`config.mk`:
```
export PLATFORM = sky130hd
export DESIGN_NAME = ram_burst_ctrl
export DESIGN_NICKNAME = d
export VERILOG_FILES = /design/src/rtl/ram_burst_ctrl.sv
export SDC_FILE = /design/constraint.sdc
export NUM_CORES = 1
export LEC_CHECK = 0
export CORE_UTILIZATION = 35
export DETAILED_ROUTE_END_ITERATION = 12
export PLACE_DENSITY = 0.75
export SLEW_MARGIN = 20
export SYNTH_ARGS = -nofsm -noshare
export SYNTH_HDL_FRONTEND = slang
export SYNTH_SLANG_ARGS = --single-unit
```
`constraint.sdc`:
```
create_clock -name clk -period 2.1 [get_ports clk]
set_input_delay 0.42 -clock clk [delete_from_list [all_inputs] [get_ports clk]]
set_output_delay 0.42 -clock clk [all_outputs]
set_load 0.01 [all_outputs]
```
`src/rtl/ram_burst_ctrl.sv`:
```
// Single-port RAM access controller: arbitrates single-beat writes against burst reads
// and returns read data as a registered valid/ready stream. Optional counters: RAM_BURST_CTRL_STATS_EN.
module ram_burst_ctrl #(
  parameter int RAM_ADDR_WIDTH = 8,
  parameter int RAM_DATA_WIDTH = 32,
  parameter int LEN_WIDTH      = 8
) (
  input  logic                      clk,
  input  logic                      rst_n,
  input  logic                      i_wr_valid,
  output logic                      o_wr_ready,
  input  logic [RAM_ADDR_WIDTH-1:0] i_wr_addr,
  input  logic [RAM_DATA_WIDTH-1:0] i_wr_data,
  input  logic                      i_rd_cmd_valid,
  output logic                      o_rd_cmd_ready,
  input  logic [RAM_ADDR_WIDTH-1:0] i_rd_cmd_addr,
  input  logic [LEN_WIDTH-1:0]      i_rd_cmd_len,
  output logic                      o_rd_valid,
  input  logic                      i_rd_ready,
  output logic [RAM_DATA_WIDTH-1:0] o_rd_data,
  output logic                      o_rd_last,
  output logic                      o_busy,
`ifdef RAM_BURST_CTRL_STATS_EN
  output logic [15:0]               o_wr_beat_cnt,
  output logic [15:0]               o_rd_beat_cnt,
`endif
  output logic                      o_ram_we,
  output logic [RAM_ADDR_WIDTH-1:0] o_ram_addr,
  output logic [RAM_DATA_WIDTH-1:0] o_ram_wr_data,
  input  logic [RAM_DATA_WIDTH-1:0] i_ram_rd_data
);

  typedef enum logic [1:0] {IDLE, READ, DRAIN} state_t;

  localparam logic GRANT_WR = 1'b0;
  localparam logic GRANT_RD = 1'b1;

  state_t                    state, next_state;
  logic [RAM_ADDR_WIDTH-1:0] rd_ptr;
  logic [LEN_WIDTH:0]        beats_left;
  logic                      last_grant;
  logic                      wr_grant, cmd_grant, fetch, handshake, final_beat;

  assign handshake  = o_rd_valid && i_rd_ready;
  assign final_beat = (beats_left == (LEN_WIDTH+1)'(1));

  always_ff @(posedge clk or negedge rst_n) begin
    if (!rst_n) state <= IDLE;
    else        state <= next_state;
  end

  // Arbitration, RAM pin muxing and next-state selection
  always_comb begin
    next_state    = state;
    wr_grant      = 1'b0;
    cmd_grant     = 1'b0;
    fetch         = 1'b0;
    o_ram_we      = 1'b0;
    o_ram_addr    = rd_ptr;
    o_ram_wr_data = '0;
    case (state)
      IDLE: begin
        if (i_wr_valid && i_rd_cmd_valid) begin
          wr_grant  = (last_grant == GRANT_RD);
          cmd_grant = (last_grant == GRANT_WR);
        end else begin
          wr_grant  = i_wr_valid;
          cmd_grant = i_rd_cmd_valid;
        end
        if (wr_grant) begin
          o_ram_we      = 1'b1;
          o_ram_addr    = i_wr_addr;
          o_ram_wr_data = i_wr_data;
        end
        if (cmd_grant) next_state = READ;
      end
      READ: begin
        fetch = (beats_left != '0) && (!o_rd_valid || i_rd_ready);
        if (fetch && final_beat) next_state = DRAIN;
      end
      DRAIN: begin
        if (handshake) next_state = IDLE;
      end
      default: next_state = IDLE;
    endcase
  end

  assign o_wr_ready     = wr_grant;
  assign o_rd_cmd_ready = cmd_grant;
  assign o_busy         = (state != IDLE);

  // Burst pointer/count and the registered read stream
  always_ff @(posedge clk or negedge rst_n) begin
    if (!rst_n) begin
      rd_ptr     <= '0;
      beats_left <= '0;
      last_grant <= GRANT_RD;
      o_rd_valid <= 1'b0;
      o_rd_last  <= 1'b0;
      o_rd_data  <= '0;
    end else begin
      if (wr_grant) last_grant <= GRANT_WR;
      if (cmd_grant) begin
        last_grant <= GRANT_RD;
        rd_ptr     <= i_rd_cmd_addr;
        beats_left <= {1'b0, i_rd_cmd_len} + (LEN_WIDTH+1)'(1);
      end
      if (fetch) begin
        o_rd_data  <= i_ram_rd_data;
        o_rd_valid <= 1'b1;
        o_rd_last  <= final_beat;
        rd_ptr     <= rd_ptr + 1'b1;
        beats_left <= beats_left - (LEN_WIDTH+1)'(1);
      end else if (handshake) begin
        o_rd_valid <= 1'b0;
        o_rd_last  <= 1'b0;
      end
    end
  end

`ifdef RAM_BURST_CTRL_STATS_EN
  always_ff @(posedge clk or negedge rst_n) begin
    if (!rst_n) begin
      o_wr_beat_cnt <= '0;
      o_rd_beat_cnt <= '0;
    end else begin
      if (wr_grant && o_wr_beat_cnt != 16'hFFFF)  o_wr_beat_cnt <= o_wr_beat_cnt + 16'd1;
      if (handshake && o_rd_beat_cnt != 16'hFFFF) o_rd_beat_cnt <= o_rd_beat_cnt + 16'd1;
    end
  end
`endif

endmodule

```
---- Word level (Yosys, flattened, before mapping) ----
Index checks and enable logic that the tools add are counted.
W data, S select, Z words.
cells by class
  add/sub/neg operators ................... 3
  bitwise gates (word level) .............. 1
  equality and inequality tests ........... 6
  reductions and logical operators ........ 13
  multiplexer cells ....................... 26
operator list
  cell                   count
  $mux W32               2
  $mux W8                4
  $mux W9                2
  $mux W1                14
  $add A8 B1 Y9 const B  1
  $eq A9 B1 Y1 const B   1
  $reduce_bool A9 Y1     1
  $sub A9 B1 Y9 const B  1
  $add A8 B1 Y8 const B  1
  $reduce_bool A2 Y1     4
  $mux W2                3
  $ne A2 B2 Y1 const B   3
  $pmux W2 S3            1
  $logic_and A1 B1 Y1    4
  $reduce_and A3 Y1      1
  $eq A2 B1 Y1 const B   1
  $eq A2 B2 Y1 const B   1
  $logic_not A2 Y1       1
  $logic_not A1 Y1       1
  $logic_or A1 B1 Y1     1
  $not A1 Y1             1
word-level totals
  output and inout bits ................... 78
  register bits ........................... 54
  bits of input ports ..................... 93

---- Depth between registers and ports, before layout ----
Gate-level depths: netlist of run 1.
  word-level depth ........................ 6
  gate-level depth with buffers ........... 8
  depth with buffers taken out ............ 6

---- Worst setup path before layout of run 1 ----
Ideal clock, no wire load.
  path kind ............................... register -> output
  start ................................... register state[1]
  end ..................................... output o_ram_addr[0]
  data arrival time ....................... 1520 ps
  stages on the path, launching flop included .. 6
  required time ........................... 1680 ps
  setup slack ............................. 160 ps
  path through ............................ dfrtp_1 -> nor2_1 -> nand2_1 -> a21oi_1 -> buf_4 -> mux2_2
on the way
  longest elaborated chain between the ends .. 2
ends and longest elaborated chain
  element                 RTL line  text
  from (decl)             38        state_t state, next_state;
  from (signal assigned)  49        else state <= next_state;
  $logic_not A2 Y1        61        case (state)
  $mux W8                 61
  to (decl)               28        output logic [RAM_ADDR_WIDTH-1:0] o_ram_addr,
No other way between the ends.

---- Worst setup path in the final report of run 1 ----
Ends and elaborated chain as after synthesis.

==> results of run 1 <==
placed cells by master (no fill, tap or decap), types with 3 or more instances in the layout:
cell type	synthesis	final
inv_1	11	11
mux2_4	0	7
buf_6	2	15
and2_1	33	30
clkdlybuf4s50_1	0	124
or3_1	3	3
a22oi_1	3	3
nand4_1	3	3
o21ai_0	8	8
nand3_1	12	12
and2_4	0	3
clkbuf_8	0	5
ha_1	4	4
a32oi_1	3	3
xor2_1	3	3
buf_4	3	29
nor2_1	5	4
dfrtp_1	53	53
nand2_1	115	114
dlygate4sd2_1	0	3
buf_2	9	23
nor3_1	7	7
power by group:
group | leakage, uW | switching, uW | internal (uW)
Sequential | 0.000641 | 343 | 1380
Clock | 0.0000373 | 337 | 230
Combinational | 0.00165 | 937 | 1200
Total | 0.00233 | 1620 | 2810
layout make-up:
cell class / count / area (um^2)
Clock buffer: 6 / 72.6
Clock inverter: 1 / 7.51
Fill cell: 720 / 3180
Inverter: 12 / 45.0
Multi-Input combinational cell: 254 / 1530
Sequential cell: 54 / 1350
Tap cell: 105 / 131
Timing Repair Buffer: 200 / 1860
worst max-delay path, stage by stage (launching register included):
cell and delay (ps):
dfrtp_1 400, nor2_2 150, nand2_2 90, a21oi_4 150, buf_12 140, buf_8 120
mux2_4 310, buf_6 120
layer usage:
metal  wire, um  part of all wire
met3        903             0.095
met2       4630              0.49
met1       3760              0.40
met5          0                 0
met4        162             0.017
registers in the layout, summed over array words and instances (netlist names):
name and count:
o_rd_valid 1, o_rd_last 1, last_grant 1, o_rd_data 32, beats_left 9, state 2, rd_ptr 8
synth_stat cells (all sizes together) (4+ instances only):
cell   number  area [um^2]
buf        14         90.1
and2       33          206
ha          4         50.1
nor3        7         35.0
dfrtp      53         1330
nor2        5         18.8
nand3      13         70.1
mux2        9          101
o21ai       8         40.0
inv        11         41.3
nand2     115          432
final timing paths:
kind / startpoint / end / slack [ps] / depth (start not counted)
setup / recovery: state[1] / o_ram_addr[0] / -100 / 7
hold / removal: rst_n / rd_ptr[3] / -5 / 1
setup reg to reg: beats_left[1] / beats_left[6] / 160 / 7
hold reg to reg: o_rd_data[1] / o_rd_data[1] / 480 / 2
max in group asynchronous: rst_n / o_rd_data[5] / 1430 / 2
min in group clk: o_rd_data[1] / o_rd_data[1] / 480 / 2
repair_timing:
action / in CTS / in global routing
gates cloned: 1 / 0
setup endpoints to repair: 43 / 61
pin swaps: 3 / 2
buffers inserted: 6 / 0
resized for setup: 188 / 21
per-stage QoR:
stage                     setup TNS [ps]  worst slack [ps]  utilization  instances
after CTS                           -828              -109        0.607        632
after global placement            -16760              -451        0.598        618
after global routing               -2670              -181        0.611        632
after detailed placement          -16780              -453        0.598        618
after floorplan                        0               160            -        337
final                               -611             -95.6        0.611        632
kinds of logic after synthesis:
group | synth area share
AOI/OAI and AO/OA | 0.108
xor gates and xnor gates | 0.0119
adders and majority gates | 0.0169
buffers and inverters | 0.0496
DFF | 0.458
muxes | 0.0411
and+or+nand+nor | 0.314
==> flow_summary.ini, run 1 <==
[outcome]
status = finished, violations left
violations = hold timing, setup timing

[global_route]
grt_max_degree = 33
grt_use_met3 = 0.0672
grt_pass1_vias = 2976
grt_use_total = 0.215
grt_pass1_wl_mm = 14.7
grt_overflow = 0
antenna_found_initial = 0
grt_most_used_layer = met2
use_met2 = 0.378
grt_use_met1 = 0.249

[yosys]
syn_nets = 434
ys_ff_latch = 54
synth_warnings = 0
netlist_instances = 337
ys.flop_type = dfrtp_1
syn-cell-area_um2 = 2950
yosysUniqueCellTypes = 53
async_flop_share = 1.00
avgSynthCellArea_um2 = 8.76
seq_area_frac_synth = 0.458
synth_edf_count = 0

[clock_tree]
cts.clk_slew.worst_paths_ps = 100
cts.sink_count = 54
cts_tree = built
clk_latency_ps = 310
clockBufferDepth = 2
htreeDepth = 2
clock-root-buffer = clkbuf_8
cts_inserted_buffers = 5
ctsHoldBuffers = 0

[timing]
worst_slack_ps = -95.6
fin_crit_sh = 1.05
clock_skew_ps = 9.70
hold_viol = 4
whs_ps = -5.14
clock.fmax_ghz = 0.455
post-route-min-period_ps = 2200
finalMaxSlewViolations = 0
setup_violations = 12
worst_slew_pin_slew_ps = 435
slew-limit-headroom = 0.710
rsz0062_at_grt = true

[critical_path]
start_kind = flop
crit_required_ps = 1680
crit_fanout = 5
worst_ep_arrival_time_ps = 1780
crit_path_end_kind = output port
critical_path_class = flop to output port

[routing]
wl_per_cell_um = 15.0
dr_total_vias = 3099
dr.pass1.iters = 4
via_per_inst = 4.90
antenna_left = 0
post-route-drc-count = 0
drt_iter0_drc = 167
drt-total-wl_mm = 9.46

[floorplanning]
start_util = 0.361
coreArea_um2 = 8180
ios = 171
die_h_um = 93.9
rows = 33
die_w_um = 93.9
die-area_um2 = 8810

[hold_path]
holdCritPathClass = primary input to async pin

[place]
gp_congestion = 0.869
numPortBuffers = 170
dp_hpwl_mm = 7.12
place_area_um2 = 4890

[final_layout]
antenna_cells = 0
final_layout_size_suffix_gt1_frac = 0.201
syn_to_final_growth_pct = 69.3
nets = 624
final_cell_area_um2 = 5000

[power_and_ir_drop]
power.total_uw = 4430
ir_drop_v = 0.000441
p_leak_uw = 0.00233
power.density_nw_per_um2 = 886

[run]
max_cap_viol_count = 0
No activity file was read; power rests on OpenSTA's default activity.
==> inputs of run 2 (changes only) <==
--- a/config.mk
+++ b/config.mk
@@ -12,3 +12,4 @@
 export SYNTH_ARGS = -nofsm -noshare
 export SYNTH_HDL_FRONTEND = slang
 export SYNTH_SLANG_ARGS = --single-unit
+export TNS_END_PERCENT = 20
==> constraint.sdc (replaced) <==
create_clock -name clk -period 2.5 [get_ports clk]
set_input_delay 0.5 -clock clk [delete_from_list [all_inputs] [get_ports clk]]
set_output_delay 0.5 -clock clk [all_outputs]
set_load 0.01 [all_outputs]
==> run 2 against run 1 <==
Compared with the run above:
- the flow now finishes without violations
- setup slack better by 120 ps
- sequential share of layout area is 0.054 points higher
- die area stayed put
- combinational power is 24% lower
- global-route usage is 0.80 points lower
- clock-buffer cell count is 1 lower
- sequential power is 16% lower
- critical path depth is 1 lower
- final cell count is 1.4% lower
- total power is 18% lower
- cell area is 0.20% lower
- worst hold slack better by 220 ps
- critical path type unchanged
==> flow_summary.ini, run 2 (synthesized netlist as in run 1, its figures left out) <==
[timing]
clock_skew_ps = 4.80
post-route-min-period_ps = 2480
fin_crit_sh = 0.992
clock.fmax_ghz = 0.403
hold_viol = 0
slew-limit-headroom = 0.473
finalMaxSlewViolations = 0
rsz0062_at_grt = true
worst_slack_ps = 20.8
worst_slew_pin_slew_ps = 783
setup-tns-final_ps = 0
setup_violations = 0

[routing]
wl_per_cell_um = 14.8
post-route-drc-count = 0
antenna_left = 0
via_per_inst = 4.89
dr.pass1.iters = 5
drt-total-wl_mm = 9.24
drt_iter0_drc = 143
dr_total_vias = 3044

[floorplanning]
coreArea_um2 = 8180
ios = 171
die_w_um = 93.9
die-area_um2 = 8810
rows = 33
start_util = 0.361
die_h_um = 93.9

[global_route]
grt_use_total = 0.207
grt_overflow = 0
grt_pass1_wl_mm = 14.2
grt_pass1_vias = 2839
grt_max_degree = 33
antenna_found_initial = 0

[place]
place_area_um2 = 4830
numPortBuffers = 170
dp_hpwl_mm = 6.85
post-place-ws_ps = -208
gp_congestion = 0.830

[final_layout]
nets = 614
final_cell_mix = clkdlybuf4s50_1, nand2_1, dfrtp_1, dlygate4sd2_1, and2_1
antenna_cells = 0
syn_to_final_growth_pct = 68.9
fill_cells = 711
final_cell_area_um2 = 4990
largest_register_ffs = 32
mostFrequentLayoutCell = clkdlybuf4s50_1
reg.largest.list = o_rd_data: 32 flops, beats_left: 9 flops, rd_ptr: 8 flops
regMostFlops = o_rd_data
final_layout_size_suffix_gt1_frac = 0.106

[critical_path]
reg2reg_to = beats_left[7]
crit_required_ps = 2000
crit_path_end_kind = output port
critical_path.startpoint = state[0]
crit_chain = nor2_2 > nand2_2 > a21oi_4 > bufbuf_16 > mux2_2 > dlygate4sd2_1
critPathCapture = o_ram_addr[7]
cp_top_family = buffers and inverters
rr_worst_depth = 7
crit_buf_inv = 2
critical_path_class = flop to output port
r2r_slack_ps = 340
max_stage_delay_ps = 410
regToRegStartpoint = beats_left[0]
cp_num_cells = 6
critical-path-slowest-cell = dfrtp_1
worst_ep_arrival_time_ps = 1980
crit_fanout = 5
start_kind = flop

[power_and_ir_drop]
pwr-share-seq = 0.397
power.density_nw_per_um2 = 732
clkPwrFrac = 0.161
combPwrFrac = 0.443
ir_drop_v = 0.000394
power.share.switching = 0.361
power.internal_uw = 2330
p_sw_uw = 1320
p_leak_uw = 0.00236

[clock_tree]
cts_inserted_buffers = 5
htreeDepth = 2
clock-root-buffer = clkbuf_8
cts.sink_count = 54
cts_tree = built
clockBufferDepth = 2
cts.clk_slew.worst_paths_ps = 100
clk_latency_ps = 310

[hold_path]
holdCritPathClass = primary input to async pin

[run]
max_cap_viol_count = 0

[outcome]
status = finished clean
[run 2: power by group through the flow]
stage                     registers, uW  clock network (uW)  logic (uW)
final                              1450                 587        1620
after global routing               1490                 634        1790
after CTS                          1450                 604        1620
after detailed placement           1460                   0        1660
after global placement             1450                   0        1620
after floorplan                    1470                   0         787
[run 2: how the worst min path moves through the flow]
stage / cells past startpoint / slack (ps) / endpoint / from
detailed placement: 2 / 460 / o_rd_data[17] / o_rd_data[17]
floorplan: 0 / 200 / beats_left[0] / rst_n
CTS: 1 / 240 / o_rd_data[23] / rst_n
finish: 1 / 210 / o_rd_data[19] / rst_n
global route: 1 / 260 / o_rd_data[19] / rst_n
global placement: 2 / 460 / o_rd_data[14] / o_rd_data[14]
[run 2: repair_timing]
| action | in CTS | in global routing |
|---|---|---|
| hold endpoints to repair | 0 | 0 |
| pin swaps | 1 | 2 |
| hold buffers | 0 | 0 |
| buffers inserted | 2 | 2 |
| gates cloned | 2 | 0 |
| endpoints found under the setup margin | 42 | 8 |
| gates resized for setup | 47 | 5 |
[run 2: layer usage]
| metal | vias up | wire, um | global-route usage | share of wire |
|---|---|---|---|---|
| met5 | - | 0 | 0 | 0 |
| met4 | 0 | 78 | 0.0397 | 0.0084 |
| met3 | 6 | 1010 | 0.0688 | 0.11 |
| met2 | 134 | 4490 | 0.375 | 0.49 |
| met1 | 1413 | 3660 | 0.235 | 0.40 |
| li1 | 1491 | - | - | - |
[run 2: layout make-up]
class / instances / area, um^2 / area share
clock buffers: 5 / 68.8 / 0.0138
well taps: 105 / 131 / 0.0263
repair buffers: 190 / 1870 / 0.375
clock inverters: 3 / 40.0 / 0.00803
multi-input cells: 254 / 1480 / 0.296
flip-flops and latches: 54 / 1350 / 0.271
inverters: 12 / 45.0 / 0.00903
[run 2: through the flow]
| stage | total power (uW) | hold WS (ps) | util | std cells |
|---|---|---|---|---|
| 4_1_cts | 3680 | 235 | 0.609 | 621 |
| 3_5_place_dp | 3120 | 461 | 0.591 | 609 |
| 3_3_place_gp | 3070 | 458 | 0.591 | 609 |
| 5_1_grt | 3910 | 260 | 0.610 | 623 |
| 6_report | 3650 | 213 | 0.610 | 623 |
| 2_1_floorplan | 2260 | 204 | - | 337 |
[run 2: worst reg2reg max path, stage by stage, from the launching register on]
cell	delay, ps
dfrtp_1	450
inv_1	80
ha_1	180
nor4b_2	390
a211o_2	410
buf_4	280
a32oi_1	100
and2_1	170
==> inputs of run 3 (changes only) <==
--- a/config.mk
+++ b/config.mk
@@ -7,7 +7,7 @@
 export LEC_CHECK = 0
 export CORE_UTILIZATION = 35
 export DETAILED_ROUTE_END_ITERATION = 12
-export PLACE_DENSITY = 0.75
+export PLACE_DENSITY = 0.8
 export SLEW_MARGIN = 20
 export SYNTH_ARGS = -nofsm -noshare
 export SYNTH_HDL_FRONTEND = slang
==> run 3 against run 2 <==
Compared with the run above:
- via count rose by 1.1%
- cell area rose by 0.90%
- total power rose by 3.5%
- final cell count rose by 0.16%
- clock-buffer cell count did not move
- die area did not move
- combinational power barely moved
- global-route usage fell by 0.54 points
- sequential share of layout area fell by 0.24 points
- setup slack improved by 77 ps
- non-clock buffer count rose by 1
- clock power rose by 20%
- critical path type unchanged
==> flow_summary.ini, run 3 (synthesized netlist as in run 1, its figures left out) <==
[critical_path]
critical_path_class = flop to output port
start_kind = flop
crit_required_ps = 2000
crit_fanout = 5
worst_ep_arrival_time_ps = 1900
crit_path_end_kind = output port

[floorplanning]
ios = 171
coreArea_um2 = 8180
die-area_um2 = 8810
die_h_um = 93.9
start_util = 0.361
rows = 33
die_w_um = 93.9

[power_and_ir_drop]
ir_drop_v = 0.000412
power.total_uw = 3780
power.density_nw_per_um2 = 751
p_leak_uw = 0.00239

[timing]
whs_ps = 178
setup-tns-final_ps = 0
fin_crit_sh = 0.961
worst_slew_pin_slew_ps = 830
clock.fmax_ghz = 0.416
clock_skew_ps = 7.91
setup_violations = 0
rsz0062_at_grt = false
post-route-min-period_ps = 2400
slew-limit-headroom = 0.442
finalMaxSlewViolations = 0
hold_viol = 0

[hold_path]
holdCritPathClass = primary input to async pin

[routing]
dr.pass1.iters = 6
wl_per_cell_um = 14.3
antenna_left = 0
drt-total-wl_mm = 8.92
dr_total_vias = 3076
drt_iter0_drc = 164
via_per_inst = 4.93
post-route-drc-count = 0

[global_route]
grt_max_degree = 32
grt_overflow = 0
antenna_found_initial = 0
grt_pass1_wl_mm = 13.8
grt_pass1_vias = 2868
grt_use_total = 0.201

[clock_tree]
clockBufferDepth = 2
cts.sink_count = 54
cts.clk_slew.worst_paths_ps = 100
clk_latency_ps = 310
cts_tree = built
cts_inserted_buffers = 5
clock-root-buffer = clkbuf_8
htreeDepth = 2
ctsHoldBuffers = 0

[run]
max_cap_viol_count = 0

[final_layout]
instances_no_fill = 624
antenna_cells = 0
mostFrequentLayoutCell = clkdlybuf4s50_1
syn_to_final_growth_pct = 70.5
final_layout_size_suffix_gt1_frac = 0.108
final_cell_mix = clkdlybuf4s50_1, nand2_1, dfrtp_1, dlygate4sd2_1, and2_1
largest_register_ffs = 32
regMostFlops = o_rd_data
reg.largest.list = o_rd_data: 32 flops, beats_left: 9 flops, rd_ptr: 8 flops
nets = 615

[place]
dp_hpwl_mm = 6.67
dp.cells = 608
numPortBuffers = 170
gp_congestion = 0.770

[outcome]
status = finished clean
## run 3: cell types whose count changed in the layout (fill, tap and decap cells not counted), moves of 2 or more
cell	change
clkinv_2	-2
buf_6	+2
clkbuf_2	-2
clkdlybuf4s15_1	+5
dlygate4sd2_1	-7
dlymetal6s2s_1	+2
buf_2	+2
## run 3: per-layer routing
layer / GRT usage / wire length (um) / vias to the layer above
li1: - / - / 1493
met1: 0.225 / 3510 / 1436
met2: 0.354 / 4300 / 135
met3: 0.0744 / 934 / 12
met4: 0.0615 / 177 / 0
met5: 0 / 0 / -
## run 3: power breakdown
group | switching, uW | internal, uW
Combinational | 741 | 890
Clock | 302 | 401
Sequential | 284 | 1160
Total | 1330 | 2450
## run 3: critical path: stages (launching register included)
cell     delay, ps
dfstp_2        550
inv_1           60
a21oi_4        180
buf_6          130
buf_16         100
buf_4          100
mux2_2         330
buf_2          140
## run 3: worst paths after layout
path / startpoint / end / slack (ps) / cells past startpoint
max reg2reg: beats_left[0] / o_rd_last / 380 / 7
max in group asynchronous: rst_n / last_grant / 1670 / 2
min: rst_n / o_rd_data[24] / 180 / 1
max: last_grant / o_ram_addr[6] / 100 / 7
min in group clk: o_rd_data[11] / o_rd_data[11] / 490 / 2
min reg2reg: o_rd_data[11] / o_rd_data[11] / 490 / 2
## run 3: what timing repair did
action / 4_1_cts / 5_1_grt
endpoints found under the setup margin: 42 / 10
pin swaps: 1 / 2
gates resized for setup: 51 / 12
buffers inserted: 6 / 0
gates cloned: 2 / 0
## run 3: area by class of cell
class / instances / area (um^2)
clock inverters: 3 / 68.8
repair buffers: 191 / 1880
fillers: 708 / 3140
flip-flops and latches: 54 / 1350
well taps: 105 / 131
clock buffers: 5 / 68.8
multi-input cells: 254 / 1480
inverters: 12 / 45.0
## run 3: stage by stage
stage                      util  instance area, um^2  setup WS [ps]
final                     0.616                 5030           97.4
after detailed placement  0.589                 4810           -249
after CTS                 0.615                 5020           7.58
after floorplan               -                 2950            480
after global placement    0.589                 4810           -226
after global routing      0.616                 5030           12.0
